File: config.mk
export PLATFORM = sky130hd
export DESIGN_NAME = axil_arbiter_2to1
export DESIGN_NICKNAME = d
export VERILOG_FILES = /design/src/rtl/axil_arb_pkg.sv /design/src/rtl/axil_rr_arb2.sv /design/src/rtl/axil_arbiter_2to1.sv
export SDC_FILE = /design/constraint.sdc
export NUM_CORES = 1
export LEC_CHECK = 0
export BUFFER_PORTS_ARGS = -buffer_cell sky130_fd_sc_hd__buf_2
export CAP_MARGIN = 10
export CORE_AREA = 2 2 113 115
export DETAILED_ROUTE_END_ITERATION = 10
export DIE_AREA = 0 0 115 117
export PLACE_DENSITY_LB_ADDON = 0.12
export SLEW_MARGIN = 10
export SYNTH_ARGS = -nofsm -noshare
export SYNTH_HDL_FRONTEND = slang
export SYNTH_SLANG_ARGS = --single-unit
File: constraint.sdc
create_clock -name axi_aclk -period 1.42 [get_ports axi_aclk]
set_input_delay 0 -clock axi_aclk [delete_from_list [all_inputs] [get_ports axi_aclk]]
set_output_delay 0 -clock axi_aclk [all_outputs]
set_load 0.02 [all_outputs]
File: src/rtl/axil_arb_pkg.sv
// Shared types for the 2:1 AXI4-Lite arbiter: FSM encodings, response codes, grant index.
package axil_arb_pkg;

    typedef enum logic [1:0] {W_IDLE, W_XFER, W_RESP} wr_state_t;
    typedef enum logic [1:0] {R_IDLE, R_ADDR, R_DATA} rd_state_t;

    localparam logic [1:0] RESP_OKAY   = 2'b00;
    localparam logic [1:0] RESP_SLVERR = 2'b10;

    // 0 = s0, 1 = s1
    typedef logic gnt_idx_t;

endpackage

File: src/rtl/axil_rr_arb2.sv
// Two-way round-robin picker: with both requesting, the side not served last wins.
module axil_rr_arb2
    import axil_arb_pkg::*;
(
    input  logic [1:0] req,
    input  gnt_idx_t   last,
    input  logic       enable,
    output gnt_idx_t   gnt,
    output logic       gnt_valid
);

    always_comb begin
        gnt_valid = enable & (|req);
        if (req == 2'b11) begin
            gnt = ~last;
        end else begin
            gnt = req[1];
        end
    end

endmodule

File: src/rtl/axil_arbiter_2to1.sv
// 2:1 AXI4-Lite arbiter, independent round-robin write and read paths, one outstanding each.
// state  | meaning
// W_IDLE | no write grant; pick a winner on sN_awvalid
// W_XFER | forward winner's aw and w until both handshakes seen
// W_RESP | route b channel to winner until b handshake
// R_IDLE | no read grant; pick a winner on sN_arvalid
// R_ADDR | forward winner's ar until handshake
// R_DATA | route r channel to winner until handshake
module axil_arbiter_2to1
    import axil_arb_pkg::*;
#(
    parameter int DATA_WIDTH = 32,
    parameter int ADDR_WIDTH = 8
) (
    input  logic                    axi_aclk,
    input  logic                    axi_areset,
    input  logic [ADDR_WIDTH-1:0]   s0_axi_awaddr,
    input  logic                    s0_axi_awvalid,
    output logic                    s0_axi_awready,
    input  logic [DATA_WIDTH-1:0]   s0_axi_wdata,
    input  logic [DATA_WIDTH/8-1:0] s0_axi_wstrb,
    input  logic                    s0_axi_wvalid,
    output logic                    s0_axi_wready,
    output logic [1:0]              s0_axi_bresp,
    output logic                    s0_axi_bvalid,
    input  logic                    s0_axi_bready,
    input  logic [ADDR_WIDTH-1:0]   s0_axi_araddr,
    input  logic                    s0_axi_arvalid,
    output logic                    s0_axi_arready,
    output logic [DATA_WIDTH-1:0]   s0_axi_rdata,
    output logic [1:0]              s0_axi_rresp,
    output logic                    s0_axi_rvalid,
    input  logic                    s0_axi_rready,
    input  logic [ADDR_WIDTH-1:0]   s1_axi_awaddr,
    input  logic                    s1_axi_awvalid,
    output logic                    s1_axi_awready,
    input  logic [DATA_WIDTH-1:0]   s1_axi_wdata,
    input  logic [DATA_WIDTH/8-1:0] s1_axi_wstrb,
    input  logic                    s1_axi_wvalid,
    output logic                    s1_axi_wready,
    output logic [1:0]              s1_axi_bresp,
    output logic                    s1_axi_bvalid,
    input  logic                    s1_axi_bready,
    input  logic [ADDR_WIDTH-1:0]   s1_axi_araddr,
    input  logic                    s1_axi_arvalid,
    output logic                    s1_axi_arready,
    output logic [DATA_WIDTH-1:0]   s1_axi_rdata,
    output logic [1:0]              s1_axi_rresp,
    output logic                    s1_axi_rvalid,
    input  logic                    s1_axi_rready,
    output logic [ADDR_WIDTH-1:0]   m_axi_awaddr,
    output logic                    m_axi_awvalid,
    input  logic                    m_axi_awready,
    output logic [DATA_WIDTH-1:0]   m_axi_wdata,
    output logic [DATA_WIDTH/8-1:0] m_axi_wstrb,
    output logic                    m_axi_wvalid,
    input  logic                    m_axi_wready,
    input  logic [1:0]              m_axi_bresp,
    input  logic                    m_axi_bvalid,
    output logic                    m_axi_bready,
    output logic [ADDR_WIDTH-1:0]   m_axi_araddr,
    output logic                    m_axi_arvalid,
    input  logic                    m_axi_arready,
    input  logic [DATA_WIDTH-1:0]   m_axi_rdata,
    input  logic [1:0]              m_axi_rresp,
    input  logic                    m_axi_rvalid,
    output logic                    m_axi_rready
);

    wr_state_t w_state;
    rd_state_t r_state;
    gnt_idx_t  wgnt, last_wgnt, w_pick;
    gnt_idx_t  rgnt, last_rgnt, r_pick;
    logic      w_pick_valid, r_pick_valid;
    logic      aw_done, w_done;
    logic      aw_hs, w_hs, b_hs, ar_hs, r_hs;
    logic      in_wxfer, in_wresp, in_raddr, in_rdata;
    logic      sel_awvalid, sel_wvalid, sel_bready, sel_arvalid, sel_rready;

    axil_rr_arb2 u_warb (
        .req       ({s1_axi_awvalid, s0_axi_awvalid}),
        .last      (last_wgnt),
        .enable    (w_state == W_IDLE),
        .gnt       (w_pick),
        .gnt_valid (w_pick_valid)
    );

    axil_rr_arb2 u_rarb (
        .req       ({s1_axi_arvalid, s0_axi_arvalid}),
        .last      (last_rgnt),
        .enable    (r_state == R_IDLE),
        .gnt       (r_pick),
        .gnt_valid (r_pick_valid)
    );

    assign in_wxfer = (w_state == W_XFER);
    assign in_wresp = (w_state == W_RESP);
    assign in_raddr = (r_state == R_ADDR);
    assign in_rdata = (r_state == R_DATA);

    assign sel_awvalid = wgnt ? s1_axi_awvalid : s0_axi_awvalid;
    assign sel_wvalid  = wgnt ? s1_axi_wvalid  : s0_axi_wvalid;
    assign sel_bready  = wgnt ? s1_axi_bready  : s0_axi_bready;
    assign sel_arvalid = rgnt ? s1_axi_arvalid : s0_axi_arvalid;
    assign sel_rready  = rgnt ? s1_axi_rready  : s0_axi_rready;

    // A channel whose handshake already happened is masked so it is never presented twice.
    assign m_axi_awaddr  = wgnt ? s1_axi_awaddr : s0_axi_awaddr;
    assign m_axi_awvalid = in_wxfer & sel_awvalid & ~aw_done;
    assign m_axi_wdata   = wgnt ? s1_axi_wdata : s0_axi_wdata;
    assign m_axi_wstrb   = wgnt ? s1_axi_wstrb : s0_axi_wstrb;
    assign m_axi_wvalid  = in_wxfer & sel_wvalid & ~w_done;
    assign m_axi_bready  = in_wresp & sel_bready;
    assign m_axi_araddr  = rgnt ? s1_axi_araddr : s0_axi_araddr;
    assign m_axi_arvalid = in_raddr & sel_arvalid;
    assign m_axi_rready  = in_rdata & sel_rready;

    assign aw_hs = m_axi_awvalid & m_axi_awready;
    assign w_hs  = m_axi_wvalid & m_axi_wready;
    assign b_hs  = m_axi_bready & m_axi_bvalid;
    assign ar_hs = m_axi_arvalid & m_axi_arready;
    assign r_hs  = m_axi_rready & m_axi_rvalid;

    assign s0_axi_awready = in_wxfer & ~wgnt & m_axi_awready & ~aw_done;
    assign s1_axi_awready = in_wxfer &  wgnt & m_axi_awready & ~aw_done;
    assign s0_axi_wready  = in_wxfer & ~wgnt & m_axi_wready & ~w_done;
    assign s1_axi_wready  = in_wxfer &  wgnt & m_axi_wready & ~w_done;
    assign s0_axi_bvalid  = in_wresp & ~wgnt & m_axi_bvalid;
    assign s1_axi_bvalid  = in_wresp &  wgnt & m_axi_bvalid;
    assign s0_axi_bresp   = (in_wresp && !wgnt) ? m_axi_bresp : RESP_OKAY;
    assign s1_axi_bresp   = (in_wresp &&  wgnt) ? m_axi_bresp : RESP_OKAY;

    assign s0_axi_arready = in_raddr & ~rgnt & m_axi_arready;
    assign s1_axi_arready = in_raddr &  rgnt & m_axi_arready;
    assign s0_axi_rvalid  = in_rdata & ~rgnt & m_axi_rvalid;
    assign s1_axi_rvalid  = in_rdata &  rgnt & m_axi_rvalid;
    assign s0_axi_rdata   = (in_rdata && !rgnt) ? m_axi_rdata : '0;
    assign s1_axi_rdata   = (in_rdata &&  rgnt) ? m_axi_rdata : '0;
    assign s0_axi_rresp   = (in_rdata && !rgnt) ? m_axi_rresp : RESP_OKAY;
    assign s1_axi_rresp   = (in_rdata &&  rgnt) ? m_axi_rresp : RESP_OKAY;

    always_ff @(posedge axi_aclk) begin
        if (axi_areset) begin
            w_state   <= W_IDLE;
            wgnt      <= 1'b0;
            last_wgnt <= 1'b1;
            aw_done   <= 1'b0;
            w_done    <= 1'b0;
        end else begin
            case (w_state)
                W_IDLE: begin
                    if (w_pick_valid) begin
                        wgnt      <= w_pick;
                        last_wgnt <= w_pick;
                        aw_done   <= 1'b0;
                        w_done    <= 1'b0;
                        w_state   <= W_XFER;
                    end
                end
                W_XFER: begin
                    if (aw_hs) aw_done <= 1'b1;
                    if (w_hs)  w_done  <= 1'b1;
                    if ((aw_done | aw_hs) && (w_done | w_hs)) w_state <= W_RESP;
                end
                W_RESP: begin
                    if (b_hs) w_state <= W_IDLE;
                end
                default: w_state <= W_IDLE;
            endcase
        end
    end

    always_ff @(posedge axi_aclk) begin
        if (axi_areset) begin
            r_state   <= R_IDLE;
            rgnt      <= 1'b0;
            last_rgnt <= 1'b1;
        end else begin
            case (r_state)
                R_IDLE: begin
                    if (r_pick_valid) begin
                        rgnt      <= r_pick;
                        last_rgnt <= r_pick;
                        r_state   <= R_ADDR;
                    end
                end
                R_ADDR: begin
                    if (ar_hs) r_state <= R_DATA;
                end
                R_DATA: begin
                    if (r_hs) r_state <= R_IDLE;
                end
                default: r_state <= R_IDLE;
            endcase
        end
    end

endmodule
* Yosys cells after proc, flatten, opt, wreduce, memory -nomap -nowiden
Index checks and enable logic that the tools add are counted.
Widths: inputs -> output; s select.
** Cells by class
- Muxes and demuxes :: 30
- Eq/ne operators :: 14
- Reduce and logical (&&, ||, !) cells :: 18
- Bitwise logic cells :: 44
** Operators with widths (number)
- $mux 32 :: 3
- $and 1x1->1 :: 36
- $mux 2 :: 10
- $mux 8 :: 2
- $ne 2x2->1 const B :: 7
- $pmux 2 s3 :: 2
- $reduce_and 3->1 :: 4
- $mux 1 :: 10
- $eq 2x2->1 const B :: 4
- $not 1->1 :: 6
- $logic_and 1x1->1 :: 5
- $eq 2x1->1 const B :: 2
- $logic_not 2->1 :: 2
- $mux 4 :: 1
- $pmux 1 s2 :: 2
- $reduce_and 2->1 :: 2
- $reduce_or 2->1 :: 2
- $logic_not 1->1 :: 2
- $ne 2x1->1 const B :: 1
- $or 1x1->1 :: 2
- $reduce_bool 2->1 :: 1
** Storage, ports and cells
- Word-level logic and storage cells :: 114
- Input bits :: 157
- Register bits after elaboration :: 10
- Output and inout port bits :: 139

* Logic depth before layout (Yosys ltp)
- Depth after elaboration :: 8
- Mapped depth :: 4
- Mapped depth without buffers :: 3

* By module
A second synthesis with hierarchy kept.
** Unflattened totals
- Cells, all modules :: 220
- Area total of the unflattened synthesis :: 1838.0 um2
** By module, submodules not included
- axil_arbiter_2to1 :: instances 1, area an instance 1800.5 um2, seq. area each 200.2 um2, cells an instance 216
- axil_rr_arb2 :: instances 2, area an instance 18.8 um2, seq. area each 0.0 um2, cells an instance 2

* Worst setup path after synthesis
No wires, ideal clock.
- Path type :: reg-to-reg
- Start point :: reg rgnt
- End point :: reg r_state[1]
- Required time :: 1353 ps
- Cell stages (with the launch flop) :: 5
- Setup time :: 67 ps
- Slack :: 252 ps
- Period minus slack after synthesis :: 1168 ps
- Path buffers :: 1
- Data arrival time :: 1102 ps
- Path through :: dfxtp_1 > buf_6 > mux2_4 > a211o_1 > a21oi_2
** Between the ends
- Cells in the longest elaborated chain, start to end :: 5
- Elaborated cells on any way between the ends :: 9
- Those cells by class :: eq/ne (2); mux (2); bitwise (4); reduce/logical (1)
** Ends and longest elaborated chain
- from (decl) :: line axil_arbiter_2to1.sv:73 : gnt_idx_t rgnt, last_rgnt, r_pick;
- from (signal assigned) :: line axil_arbiter_2to1.sv:182 : rgnt <= r_pick;
- $mux 1, on equally long branches :: line axil_arbiter_2to1.sv:105, axil_arbiter_2to1.sv:104
- $and 1x1->1, on equally long branches :: line axil_arbiter_2to1.sv:116, axil_arbiter_2to1.sv:115
- $and 1x1->1, on equally long branches :: line axil_arbiter_2to1.sv:122, axil_arbiter_2to1.sv:121
- $ne 2x2->1 (no line)
- $reduce_and 3->1 (no line) *
- to (signal assigned) :: line axil_arbiter_2to1.sv:175 : r_state <= R_IDLE;
- to (signal assigned) :: line axil_arbiter_2to1.sv:184 : r_state <= R_ADDR;
- to (signal assigned) :: line axil_arbiter_2to1.sv:188 : if (ar_hs) r_state <= R_DATA;
- to (decl) :: line axil_arbiter_2to1.sv:71 : rd_state_t r_state;
Mark *: on every way between the ends. The rest lies on a longest branch, timed or not.
A chain may end at the register's enable or synchronous reset.

* Worst setup path after layout
- Start point :: reg r_state[1]
- End point :: out s1_axi_rdata[22]
** Between the ends
- Cells in the longest elaborated chain, start to end :: 3
** Ends and longest elaborated chain
- $eq 2x2->1 :: line axil_arbiter_2to1.sv:99 : assign in_rdata = (r_state == R_DATA);
- $logic_and 1x1->1 :: line axil_arbiter_2to1.sv:138 : assign s1_axi_rdata = (in_rdata && rgnt) ? m_axi_rdata : '0;
- $mux 32 :: line axil_arbiter_2to1.sv:138
- to (decl) :: line axil_arbiter_2to1.sv:47 : output logic [DATA_WIDTH-1:0] s1_axi_rdata,
Every way passes these cells.

==> impl_metrics.json <==
{
  "status": "finished, final reports clean",
  "ant_nets": 0,
  "die_h_um": 117,
  "fmax_mhz": 710,
  "rows": 41,
  "period_needed_ns": 1.41,
  "avgSynthCellArea_um2": 8.09,
  "p_int_mw": 1.37,
  "p_per_area_mw_per_mm2": 557,
  "io_pins": 296,
  "cts_max_level": 1,
  "critPathKind": "flip-flop to output port",
  "wirelength_um": 10200,
  "ys_types": 37,
  "rsz0062_at_grt": "true",
  "slew_viol_final": 0,
  "setup_viol": 0,
  "dp_cells": 661,
  "cts_root_buf": "clkbuf_16",
  "drc": 0,
  "synth_seq_cells": 10,
  "grt_pass1_wl_um": 12600,
  "initial_core_util": 0.149,
  "area_growth_pct": 120,
  "antenna_found_initial": 0,
  "vias": 2782,
  "track_usage": 0.121,
  "place_congestion": 0.736,
  "cap_violations": 0,
  "grt_max_degree": 37,
  "cp_top_family": "buffers and inverters",
  "hold_viol_final": 0,
  "syn-num-nets": 383,
  "grt_overflow_total": 0,
  "portBuffers": 295,
  "cts_tree": "done",
  "switching_share": 0.392,
  "synth_top_flop_cell": "dfxtp_1",
  "layout.nets": 686,
  "crit_chain": "inv_2 -> nor3b_4 -> buf_6 -> clkbuf_16 -> and2_1 -> buf_4",
  "wl_per_cell_um": 15.1,
  "finalCritPeriodShare": 0.991,
  "worstSetupStartpointType": "flip-flop",
  "switchingPower_mw": 0.879,
  "ir_drop_uv": 288,
  "crit_slowest_cell": "dfxtp_2",
  "hold_path_class": "primary input to flip-flop",
  "place_area_mm2": 0.00348,
  "die_w_um": 115,
  "p_leak_nw": 2.19,
  "netlist_area_mm2": 0.00183,
  "cts-buffers-inserted": 3,
  "sequentialPowerShare": 0.170,
  "synth_cells": 226,
  "drtIter0Drc": 69,
  "drive_gt1_frac": 0.746,
  "critPathRequiredTime_ns": 1.42,
  "end_kind": "output port",
  "synth-seq-area-share": 0.109,
  "num_antenna_cells": 0,
  "core_area_mm2": 0.0123,
  "design_area_mm2": 0.00403,
  "ys_warn_count": 0,
  "clk_latency_ns": 0.23,
  "grt_pass1_vias": 2346,
  "via_per_inst": 4.11,
  "worst_pin_slew_ns": 0.250,
  "final.setup_skew_ns": 0.00207,
  "cp_data_arrival_time_ns": 1.41,
  "cts_sinks": 10,
  "cpPeakStageDelay_ns": 0.32,
  "async_reset_ff_frac": 0,
  "drt_first_pass_iters": 4,
  "dieArea_mm2": 0.0135,
  "dp_hpwl_um": 8320,
  "synth_edf_count": 0,
  "final_cells": 677,
  "cp_max_fo": 9,
  "slew_headroom": 0.829,
  "max-clock-path-buffers": 2,
  "p_comb_frac": 0.612,
  "clkSlewWorstSetupHoldPaths_ns": 0.04,
  "p_clk_frac": 0.218,
  "cp_num_buf_inv": 4
}
-- cells by family (layout without fill, tap and decap cells) --
| kind of cell | Yosys count | in the layout | synth area share |
|---|---|---|---|
| buffers and inverters | 22 | 323 | 0.0698 |
| AND/OR/NAND/NOR | 119 | 119 | 0.399 |
| multiplexers | 57 | 57 | 0.350 |
| flip-flops | 10 | 10 | 0.109 |
| AO/OA/AOI/OAI | 17 | 17 | 0.0670 |
| XOR/XNOR | 1 | 1 | 0.00479 |
-- through the flow --
| step | hold slack, ns | util | TNS (ns) | setup slack (ns) | power [mW] |
|---|---|---|---|---|---|
| finish | 0.0492 | 0.327 | 0 | 0.0121 | 2.25 |
| floorplan | 0.122 | - | 0 | 0.252 | 1.13 |
| detailed placement | 0.302 | 0.282 | 0 | 0.145 | 1.64 |
| global route | 0.0654 | 0.327 | -0.876 | -0.0332 | 2.37 |
| CTS | 0.0554 | 0.301 | -0.179 | -0.0148 | 2.19 |
| global placement | 0.308 | 0.282 | 0 | 0.168 | 1.64 |
-- registers in the layout, summed over array words and instances (netlist names) --
| name | cells |
|---|---|
| rgnt | 1 |
| last_wgnt | 1 |
| aw_done | 1 |
| r_state | 2 |
| wgnt | 1 |
| w_state | 2 |
| w_done | 1 |
| last_rgnt | 1 |
-- final cells by class --
type,instances,area [um2]
multi-input combinational,194,1540
fill,1305,8280
inverter,5,18.8
timing repair buffer,315,1990
sequential,10,215
clock buffer,3,75.1
tap,150,188
-- routing by layer --
| metal | GRT usage | part of all wire |
|---|---|---|
| met1 | 0.131 | 0.36 |
| met2 | 0.249 | 0.56 |
| met3 | 0.0139 | 0.064 |
| met4 | 0.0233 | 0.017 |
| met5 | 0 | 0 |
-- Yosys cell counts, drive strengths merged (2+ instances only) --
cell    instances  share of area
and2           70           0.24
mux2           53           0.33
nor3            2          0.012
a32oi           2         0.0096
o211ai          2         0.0082
nor2b           4          0.014
o21ai           3         0.0082
dfxtp          10           0.11
nand3b          3          0.012
mux2i           4          0.022
nor3b           4          0.028
inv             5          0.010
buf            17          0.060
nor2           14          0.029
and3            3          0.010
nand2          11          0.023
a21oi           3          0.010
nand2b          4          0.014
or3b            2         0.0096
o31ai           2         0.0082
-- power by group through the flow --
stage               logic [mW]  clock network, mW  registers (mW)
floorplan                0.789                  0           0.337
global placement          1.26                  0           0.375
detailed placement        1.26                  0           0.379
CTS                       1.32              0.497           0.372
global route              1.48              0.505           0.390
finish                    1.37              0.490           0.381
-- path summary, 6_finish.rpt --
path / start / end / slack, ns / cells after the start
setup / recovery: r_state[1] / s1_axi_rdata[22] / 0.01 / 6
hold / removal: axi_areset / r_state[1] / 0.05 / 2
setup reg to reg: wgnt / w_state[1] / 0.15 / 4
hold reg to reg: last_rgnt / last_rgnt / 0.50 / 1
-- cell usage in the layout (no fill, tap or decap), drive strengths merged, types with 2 or more instances in the layout --
cell,count
a21oi,3
a32oi,2
and2,70
and3,3
buf,313
clkbuf,5
dfxtp,10
inv,5
mux2,53
mux2i,4
nand2,11
nand2b,4
nand3b,3
nor2,14
nor2b,4
nor3,2
nor3b,4
o211ai,2
o21ai,3
o31ai,2
or3b,2
-- repair_timing --
action                                  in CTS  in global routing
hold buffers                                 0                  0
endpoints found under the setup margin     119                 80
pin swaps                                    1                  1
gates cloned                                 2                  2
setup buffers                                7                  2
gates resized for setup                     21                 91
(Power assumes the default switching activity.)
